**src/rtl/output_port_ctrl.sv**
```systemverilog
// Router output port: wormhole lock on the granted input, credit-based flow control to the link.
// Optional send counter (stat_flits) is built when OUTPUT_PORT_STATS_EN is defined.
module output_port_ctrl #(
    parameter int FLIT_W  = 64,
    parameter int CREDITS = 4,
    parameter int CW      = $clog2(CREDITS + 1)
) (
    input  logic              clk,
    input  logic              reset,
    input  logic [3:0]        requests,
    input  logic [1:0]        granted,
    input  logic [4*FLIT_W-1:0] flit_in,
    input  logic [3:0]        flit_tail,
    input  logic              credit_in,
    output logic [3:0]        pop,
    output logic [3:0]        blockedRequests,
    output logic              out_valid,
    output logic [FLIT_W-1:0] out_flit,
    output logic              out_tail,
    output logic [CW-1:0]     credits,
    output logic              busy
`ifdef OUTPUT_PORT_STATS_EN
    ,
    output logic [31:0]       stat_flits
`endif
);

    typedef enum logic {IDLE = 1'b0, LOCKED = 1'b1} state_t;

    localparam logic [CW-1:0] CREDITS_MAX = CW'(CREDITS);

    state_t            state_reg, state_next;
    logic [1:0]        owner_reg, owner_next;
    logic [CW-1:0]     credits_reg, credits_next;
    logic              out_valid_reg;
    logic [FLIT_W-1:0] out_flit_reg;
    logic              out_tail_reg;

    logic [FLIT_W-1:0] slot [4];
    logic [1:0]        sel;
    logic              send;

    for (genvar gi = 0; gi < 4; gi++) begin : g_slot
        assign slot[gi] = flit_in[gi*FLIT_W +: FLIT_W];
    end

    always_comb begin
        state_next      = state_reg;
        owner_next      = owner_reg;
        credits_next    = credits_reg;
        pop             = '0;
        blockedRequests = '0;

        // While locked the arbiter's choice is ignored: only the owner may advance.
        sel  = (state_reg == LOCKED) ? owner_reg : granted;
        send = reset && requests[sel] && (credits_reg != '0);

        if (send) begin
            pop[sel] = 1'b1;
            if (state_reg == IDLE && !flit_tail[sel]) begin
                state_next = LOCKED;
                owner_next = sel;
            end else if (state_reg == LOCKED && flit_tail[sel]) begin
                state_next = IDLE;
            end
        end

        if (send && !credit_in)
            credits_next = credits_reg - CW'(1);
        else if (!send && credit_in && credits_reg != CREDITS_MAX)
            credits_next = credits_reg + CW'(1);

        if (credits_reg == '0)
            blockedRequests = 4'hF;
        else if (state_reg == LOCKED)
            blockedRequests = ~(4'b0001 << owner_reg);
    end

    always_ff @(posedge clk) begin
        if (!reset) begin
            state_reg     <= IDLE;
            owner_reg     <= 2'd0;
            credits_reg   <= CREDITS_MAX;
            out_valid_reg <= 1'b0;
            out_flit_reg  <= '0;
            out_tail_reg  <= 1'b0;
        end else begin
            state_reg     <= state_next;
            owner_reg     <= owner_next;
            credits_reg   <= credits_next;
            out_valid_reg <= send;
            if (send) begin
                out_flit_reg <= slot[sel];
                out_tail_reg <= flit_tail[sel];
            end
        end
    end

    assign out_valid = out_valid_reg;
    assign out_flit  = out_flit_reg;
    assign out_tail  = out_tail_reg;
    assign credits   = credits_reg;
    assign busy      = (state_reg == LOCKED);

`ifdef OUTPUT_PORT_STATS_EN
    logic [31:0] stat_reg;

    always_ff @(posedge clk) begin
        if (!reset)
            stat_reg <= '0;
        else if (send)
            stat_reg <= stat_reg + 32'd1;
    end

    assign stat_flits = stat_reg;
`endif

endmodule

```
**config.mk**
```make
export PLATFORM = sky130hd
export DESIGN_NAME = output_port_ctrl
export DESIGN_NICKNAME = d
export VERILOG_FILES = /design/src/rtl/output_port_ctrl.sv
export SDC_FILE = /design/constraint.sdc
export NUM_CORES = 1
export LEC_CHECK = 0
export BUFFER_PORTS_ARGS = -buffer_cell sky130_fd_sc_hd__buf_2
export CAP_MARGIN = 20
export CORE_AREA = 8 8 127 129
export DETAILED_ROUTE_END_ITERATION = 16
export DIE_AREA = 0 0 135 137
export PLACE_DENSITY = 0.66
export SLEW_MARGIN = 10
export SYNTH_ARGS = -nofsm -noshare
export SYNTH_HDL_FRONTEND = slang
export SYNTH_SLANG_ARGS = --single-unit
```
**constraint.sdc**
```tcl
create_clock -name clk -period 3.31 [get_ports clk]
set_input_delay 0.331 -clock clk [delete_from_list [all_inputs] [get_ports clk]]
set_output_delay 0.331 -clock clk [all_outputs]
set_load 0.02 [all_outputs]
```
# After elaboration in Yosys (flattened, before gate mapping)

Index checks and enable logic that the tools add are counted.

Register bits after elaboration: 72
Bits of input ports: 269
Output and inout bits: 78
Logic and storage cells: 50

Add/sub/neg operators: 2
$lt $le $gt $ge: 3
Eq/ne operators: 1
Shift-type cells: 1
Mux-type cells: 17
Bitwise operators: 3
Reductions and logical operators: 17

Operator list:

| operator                                                                     | count |
|---|---|
| 64-bit binary-select mux with 2-bit select                                   | 1 |
| 64-bit two-way mux                                                           | 2 |
| 4-bit two-way mux                                                            | 3 |
| 1-bit logical AND                                                            | 8 |
| 3-bit two-way mux                                                            | 2 |
| 1-bit two-way mux                                                            | 5 |
| 1-bit binary-select mux with 2-bit select                                    | 2 |
| 4-bit NOT                                                                    | 1 |
| 2-bit AND reduction                                                          | 2 |
| 2-bit nonzero test                                                           | 2 |
| 1-bit by 2-bit left shift with 4-bit output, first input constant            | 1 |
| 3-bit by 1-bit adder with 3-bit output, second input constant                | 1 |
| 3-bit >= comparator, second input constant                                   | 1 |
| 1-bit zero test                                                              | 3 |
| 3-bit zero test                                                              | 1 |
| 2-bit by 3-bit less-than comparator with 1-bit output, second input constant | 1 |
| 3-bit != test, second input constant                                         | 1 |
| 2-bit NOT with 3-bit output                                                  | 1 |
| 3-bit nonzero test                                                           | 1 |
| 3-bit by 1-bit subtractor with 3-bit output, second input constant           | 1 |
| 1-bit demux with 2-bit select                                                | 1 |
| 2-bit by 1-bit >= comparator with 1-bit output, second input constant        | 1 |
| 2-bit two-way mux                                                            | 1 |
| 1-bit NOT                                                                    | 1 |

# Longest topological paths before layout

Gate-level depths: netlist of run 1.

Depth after elaboration: 10
Mapped depth: 10
Mapped depth without buffers: 9

# Worst setup path before layout of run 1

No wires, ideal clock.

Path kind: register to register
Start point: register state_reg (netlist: busy)
End point: register state_reg (netlist: busy)
Library setup time: 128 ps
Data arrival time: 2326 ps
Data required time: 3182 ps
Slack: 857 ps
Cell stages (with the launch flop): 10
Buffers on the path: 2
Period minus slack after synthesis: 2453 ps
Cell sequence: dfxtp_1 buf_6 mux2_2 buf_6 mux4_2 inv_1 ha_1 nor3_1 mux2i_1 nor2_1

Word-level cells in the longest chain between the ends: 7
Elaborated cells between the ends (all ways): 14
Those cells by class: 6 x mux; 1 x bitwise; 7 x reduce/logical

Ends and longest elaborated chain:

| element                                   | RTL line | source |
|---|---|---|
| start, declared                           | 32       | `state_t state_reg, state_next;` |
| start signal, assigned                    | 88       | `state_reg <= state_next;` |
| 2-bit two-way mux                         | 55       | `sel = (state_reg == LOCKED) ? owner_reg : granted;` |
| 1-bit binary-select mux with 2-bit select | 60, 63   |  |
| 1-bit two-way mux (not written as such)   | 60, 63   |  |
| 1-bit zero test                           | 60       | `if (state_reg == IDLE && !flit_tail[sel]) begin` |
| 1-bit logical AND                         | 60       |  |
| 2-bit nonzero test (no source line)       | n/a      |  |
| 2-bit AND reduction (no source line)      | n/a      |  |

Several ways; a longest one is shown, not always the timed one. The select of a mux whose other input is x is not followed.
A chain may end at the register's enable or synchronous reset.

# Worst setup path in the final report of run 1

Start point: register state_reg (netlist: busy)
End point: output pop[2]

Word-level cells in the longest chain between the ends: 6
Elaborated cells between the ends (all ways): 11
Those cells by class: 2 x order compare; 6 x mux; 3 x reduce/logical

Ends and longest elaborated chain:

| element                                                                                                   | RTL line | source |
|---|---|---|
| 2-bit two-way mux (*)                                                                                     | 55       |  |
| 2-bit by 3-bit less-than comparator with 1-bit output (not written as such), or another cell as far along | 59       | `pop[sel] = 1'b1;` |
| 1-bit logical AND (not written as such) or 1-bit two-way mux (tied branches)                              | 59, 56   |  |
| 1-bit two-way mux (not written as such) or 1-bit logical AND (tied branches)                              | 59, 56   |  |
| 1-bit demux with 2-bit select or 1-bit logical AND (tied branches)                                        | 59, 56   |  |
| 4-bit two-way mux (*)                                                                                     | 58       | `if (send) begin` |
| end, declared                                                                                             | 15       | `output logic [3:0] pop,` |

Mark *: on every way between the ends. The rest lies on a longest branch, timed or not. The select of a mux whose other input is x is not followed.

==> impl_metrics.csv, run 1 <==
group,metric,value,unit
outcome,outcome,"complete, no violations",
routing,vias_per_cell,4.89,
sta,maximum_frequency_from_static_timing_analysis,0.358,GHz
routing,wl_per_cell,17.9,µm
critical_path,critical-path-top-delay-family,"simple AND/OR/NAND/NOR gates",
routing,drt_pre_antenna_iters,4,
logic_synthesis,synth.yosys.warnings,0,
floorplanning,die_area,18500,µm²
final_layout,finalNetCount,1030,
sta,total_count_of_hold_check_failures_in_the_final_report,0,
worst_hold_path,hp-class,"input pin to register",
routing,drt-initial-drc-count,133,
global_routing,globalRouteTotalUtil,0.177,
critical_path,crit_type,"register to output pin",
sta,worst-slew-pin-transition,0.868,ns
sta,timing.final.crit_share,0.844,
floorplanning,fp.dieH,137,µm
routing,dr_total_vias,4638,
logic_synthesis,number_of_standard_cells_after_synthesis,434,
routing,drt_drc_violations_left,0,
final_layout,layout-area-overhead-vs-synth,48.6,%
logic_synthesis,mappedNetlistArea,4350,µm²
place,port_buffers,346,
sta,slew_violations,0,
logic_synthesis,synth.ff_latch_count,72,
global_routing,via_count_of_the_first_global_routing_pass,4935,
floorplanning,ios,347,
logic_synthesis,ys_seq_area_frac,0.331,
critical_path,critical-path-max-stage-delay,0.47,ns
final_layout,layout-drive-gt1-share,0.579,
clocking,ctsHoldBuffers,0,
clocking,htree_num_levels,3,
sta,max_slew_margin,0.421,
critical_path,critical-path-slowest-cell,"dfxtp_1",
run,drv_cap,0,
clocking,cts_made_buffers,9,
sta,timing.clock.skew,0.00845,ns
floorplanning,x_dimension_of_the_die,135,µm
routing,ant_nets,0,
clocking,max-clock-path-buffers,2,
power_and_ir_drop,fin_total_pwr,2.67,mW
final_layout,largest_register_ffs,64,
logic_synthesis,syn-mean-instance-area,10.0,µm²
floorplanning,core_area,14200,µm²
clocking,post_cts_resized,0,
critical_path,timing.critical_path.buf_inv,2,
critical_path,crit_chain,"nor4bb_1 > a31oi_1 > and4_4 > or2_2 > clkinv_4 > nand2_1 > nor2_1 > buf_2",
sta,sum_of_negative_setup_slack,0,ns
logic_synthesis,synthesized_nets,705,
sta,rsz0062_at_grt,"false",
logic_synthesis,synth.distinct_cells,40,
place,dpl.hpwl,14000,µm
place,gp_routability_congestion,0.804,
routing,postRouteWirelength,17000,µm
critical_path,end_kind,"output pin",
critical_path,setup.worst_path.start_class,"register",
floorplanning,initial_core_util,0.306,
clocking,postCtsSetupBuffers,0,
global_routing,globalRouteOverflowTotal,0,
global_routing,wire_length_of_the_first_global_routing_pass,25700,µm
power_and_ir_drop,leakagePower,2.98,nW
critical_path,worstPathRequired,2.98,ns
clocking,clock_sink_total,72,
global_routing,grt_start_max_net_pins,69,
clocking,insertion_delay,0.33,ns
critical_path,cp_max_fo,43,
clocking,cts_tree,"yes",
sta,final-setup-viol-count,0,
sta,post-route-min-period,2.80,ns
critical_path,worst_ep_arrival_time,2.46,ns
global_routing,number_of_antenna_violations_at_the_first_check_in_global_routing,1,
floorplanning,placementRows,44,
clocking,clockRootBuffer,"clkbuf_16",
power_and_ir_drop,irDropWorstVdd,0.000192,V
clocking,cts.clk_slew.worst_paths,0.06,ns
power_and_ir_drop,p_per_area,414,nW/µm²
-- logic make-up after synthesis --
group / count (synthesis) / synth area share
adders and majority gates: 2 / 0.00748
muxes: 70 / 0.348
DFF: 72 / 0.331
and+or+nand+nor: 160 / 0.155
AOI/OAI and AO/OA: 84 / 0.105
buffers and inverters: 46 / 0.0535
-- stage by stage --
stage	instances	hold slack, ns	util	instance area, µm²	setup slack [ns]
3_3_place_gp	932	0.439	0.436	6190	0.821
3_5_place_dp	932	0.443	0.436	6190	0.749
4_1_cts	948	0.221	0.455	6460	0.475
6_report	949	0.241	0.455	6470	0.515
2_1_floorplan	434	0.412	-	4350	0.857
5_1_grt	949	0.244	0.455	6470	0.261
-- where the power goes --
part	switching, mW	internal [mW]
registers	0.0372	0.935
logic	0.416	0.398
clock network	0.383	0.505
-- cell type report --
class | count | area, µm²
inverter | 8 | 35.0
antenna | 1 | 2.50
sequential | 72 | 1440
clock inverter | 7 | 48.8
fill | 1446 | 7740
multi-input combinational | 316 | 2690
timing repair buffer | 352 | 1790
clock buffer | 9 | 225
tap | 184 | 230
-- metal layers --
metal	wire, µm	track usage
met1	6070	0.183
met2	8930	0.323
met3	1770	0.0701
met4	215	0.0580
met5	0	0
-- synth_stat cells, drive strengths merged --
| cell type | instances | area, µm² |
|---|---|---|
| o31ai | 1 | 7.51 |
| nor4bb | 2 | 20.0 |
| nor2 | 5 | 18.8 |
| nand2 | 135 | 507 |
| mux2 | 1 | 11.3 |
| a311oi | 2 | 23.8 |
| inv | 7 | 26.3 |
| or3 | 2 | 12.5 |
| fa | 1 | 20.0 |
| clkinv | 1 | 8.76 |
| clkbuf | 20 | 75.1 |
| a31oi | 5 | 31.3 |
| or4 | 1 | 7.51 |
| nor3 | 3 | 15.0 |
| o21ai | 5 | 25.0 |
| a211oi | 1 | 7.51 |
| nand3 | 1 | 5.00 |
| o2111ai | 1 | 8.76 |
| nor4b | 1 | 15.0 |
| mux2i | 4 | 40.0 |
| and4 | 1 | 11.3 |
| nor2b | 2 | 12.5 |
| or2 | 1 | 6.26 |
| buf | 18 | 123 |
| and2 | 1 | 6.26 |
| nor4 | 1 | 6.26 |
| nand3b | 1 | 7.51 |
| mux4 | 65 | 1460 |
| and4b | 1 | 10.0 |
| a21oi | 68 | 344 |
| o311ai | 1 | 8.76 |
| dfxtp | 72 | 1440 |
| nand2b | 1 | 6.26 |
| ha | 1 | 12.5 |
| nand4 | 1 | 6.26 |
-- worst reg2reg max path, stage by stage (launching register included) --
cell	delay (ns)
dfxtp_1	0.66
and4b_1	0.26
a31oi_1	0.13
and4_4	0.24
or2_2	0.15
buf_4	0.37
buf_4	0.41
nand2_1	0.11
a21oi_1	0.15
-- path summary, 6_finish.rpt --
path | slack [ns] | from | end | cells after the start
worst max-delay path | 0.51 | busy | pop[2] | 8
worst min-delay path | 0.24 | reset | credits[2] | 2
worst max register to register | 0.76 | busy | out_flit[50] | 8
worst min register to register | 0.45 | out_flit[54] | out_flit[54] | 2
-- cell usage in the layout (no fill, tap or decap), types with 2 or more instances in the layout --
| cell | n |
|---|---|
| a21oi_1 | 67 |
| a31oi_1 | 5 |
| buf_2 | 346 |
| buf_4 | 5 |
| clkbuf_16 | 9 |
| clkinv_2 | 2 |
| clkinv_4 | 2 |
| clkinvlp_4 | 4 |
| dfxtp_1 | 72 |
| inv_1 | 6 |
| mux2i_1 | 3 |
| mux4_2 | 65 |
| nand2_1 | 135 |
| nor2_1 | 5 |
| nor2b_1 | 2 |
| nor3_1 | 3 |
| nor4bb_1 | 2 |
| o21ai_0 | 5 |
| or3_1 | 2 |
Note: power is estimated with default switching activity, not from simulation.
==> run 2, diff against run 1 <==
- CORE_AREA: 8 8 127 129 -> 8 8 130 132
- DIE_AREA: 0 0 135 137 -> 0 0 138 140
- clock period: 3.31 -> 2.5 ns (I/O delays scaled with it)
==> run 2 against run 1 <==
  * Critical path depth decreased by 1
  * Final cell count grew 0.84%
  * Clock power grew 70%
  * Largest power group is now the clock network
  * Critical endpoint is now credits[1]
  * Highest routed layer unchanged
  * Utilization fell by 0.74 points
==> impl_metrics.csv, run 2 (synthesis results as in run 1) <==
group,metric,value,unit
global_routing,number_of_antenna_violations_at_the_first_check_in_global_routing,0,
power_and_ir_drop,p_per_area,586,nW/µm²
final_layout,utilization,0.448,
final_layout,layout-area-overhead-vs-synth,53.0,%
power_and_ir_drop,irDropWorstVdd,0.000247,V
final_layout,n_fill_cell,1507,
place,placed_cells_incl_taps,941,
power_and_ir_drop,power.internal,2.81,mW
final_layout,largest_register_ffs,64,
global_routing,via_count_of_the_first_global_routing_pass,4940,
final_layout,post_layout_nonfiller_instances,957,
sta,timing.clock.skew,0.00624,ns
routing,dr_total_vias,4724,
clocking,cts.clk_slew.worst_paths,0.05,ns
floorplanning,fp.dieH,140,µm
clocking,cts_tree,"yes",
final_layout,layout.cells.most_common_list,"buf_2, nand2_1, dfxtp_1",
sta,rsz0062_at_grt,"false",
place,place_area,6280,µm²
sta,timing.final.crit_share,0.945,
run,drv_cap,0,
routing,postRouteWirelength,16800,µm
power_and_ir_drop,switching_power_total,1.09,mW
floorplanning,ios,347,
floorplanning,die_area,19300,µm²
floorplanning,x_dimension_of_the_die,138,µm
final_layout,layout.cell_area.non_filler,6660,µm²
global_routing,grt_start_max_net_pins,69,
floorplanning,core_area,14900,µm²
clocking,cts_made_buffers,9,
routing,vias_per_cell,4.94,
routing,drt_drc_violations_left,0,
critical_path,cp_max_fo,12,
routing,ant_nets,0,
clocking,insertion_delay,0.33,ns
clocking,htree_num_levels,3,
routing,wl_per_cell,17.6,µm
critical_path,worstPathRequired,2.72,ns
final_layout,layout-drive-gt1-share,0.586,
power_and_ir_drop,clock_power_share,0.387,
outcome,outcome,"complete, no violations",
power_and_ir_drop,leakagePower,3.08,nW
critical_path,setup.worst_path.start_class,"register",
sta,maximum_frequency_from_static_timing_analysis,0.423,GHz
routing,drt_pre_antenna_iters,4,
critical_path,crit_type,"register to register",
clocking,clockRootBuffer,"clkbuf_16",
clocking,postCtsSetupBuffers,0,
final_layout,multi_input_comb_area,2710,µm²
floorplanning,initial_core_util,0.293,
place,gp_routability_congestion,0.848,
worst_hold_path,hp-class,"input pin to register",
final_layout,finalNetCount,1035,
final_layout,layout.cells.most_common,"buf_2",
sta,hold_ws,0.154,ns
floorplanning,placementRows,45,
clocking,clock_sink_total,72,
place,port_buffers,346,
global_routing,wire_length_of_the_first_global_routing_pass,26200,µm
final_layout,combined_flip_flop_and_latch_cell_area,1450,µm²
routing,drt-initial-drc-count,284,
sta,final-setup-viol-count,0,
sta,worst-slew-pin-transition,0.667,ns
place,dpl.hpwl,13800,µm
final_layout,antenna_cells,0,
power_and_ir_drop,power.sequential.fraction,0.330,
sta,slew_violations,0,
critical_path,worst_ep_arrival_time,2.58,ns
sta,max_slew_margin,0.555,
sta,total_count_of_hold_check_failures_in_the_final_report,0,
critical_path,end_kind,"register",
power_and_ir_drop,combinational_fraction_of_design_power,0.283,
clocking,max-clock-path-buffers,2,
sta,post-route-min-period,2.36,ns
global_routing,globalRouteTotalUtil,0.167,
global_routing,globalRouteOverflowTotal,0,
power_and_ir_drop,sw_frac_of_total,0.279,
sta,sum_of_negative_setup_slack,0,ns
[run 2: area by class of cell]
cell class,instances,area share
multi-input cells,316,0.407
repair buffers,357,0.282
flip-flops and latches,72,0.217
clock buffers,11,0.0380
clock inverters,5,0.0154
inverters,8,0.00526
well taps,188,0.0353
[run 2: stage by stage]
step / worst slack (ns) / total power, mW
2_1_floorplan: 0.0468 / 1.99
3_3_place_gp: 0.0829 / 2.41
3_5_place_dp: 0.0380 / 2.43
4_1_cts: 0.00230 / 3.98
5_1_grt: 0.0141 / 4.12
6_report: 0.138 / 3.90
[run 2: critical path, stage by stage, from the launching register on]
cell      delay, ns
dfxtp_4        0.39
nor4bb_2       0.29
a31oi_1        0.07
and4_4         0.21
or3_1          0.38
fa_1           0.46
or3_1          0.35
o311ai_0       0.10
[run 2: timing repair]
| item | in CTS | in global routing |
|---|---|---|
| endpoints found under the hold margin | 0 | 0 |
| hold buffers | 0 | 0 |
| endpoints found under the setup margin | 2 | 5 |
| resized for setup | 1 | 5 |
[run 2: power groups by stage]
stage | logic, mW | clock network (mW) | registers, mW
after global routing | 1.21 | 1.61 | 1.30
after CTS | 1.12 | 1.57 | 1.29
after global placement | 1.10 | 0 | 1.31
final | 1.10 | 1.51 | 1.29
after floorplan | 0.576 | 0 | 1.41
after detailed placement | 1.12 | 0 | 1.31
[run 2: path summary, 6_finish.rpt]
kind	start	end	slack (ns)	depth (start not counted)
worst max-delay path	busy	credits[1]	0.14	7
worst min-delay path	reset	credits[2]	0.15	2
worst min register to register	out_flit[57]	out_flit[57]	0.45	2
worst max register to register	busy	credits[1]	0.14	7
[run 2: per-layer routing]
layer / vias to the layer above / wire (µm) / share of wire / GRT usage
li1: 2249 / - / - / -
met1: 2238 / 6420 / 0.38 / 0.186
met2: 224 / 8640 / 0.51 / 0.291
met3: 13 / 1520 / 0.090 / 0.0629
met4: 0 / 227 / 0.014 / 0.0532
met5: - / 0 / 0 / 0
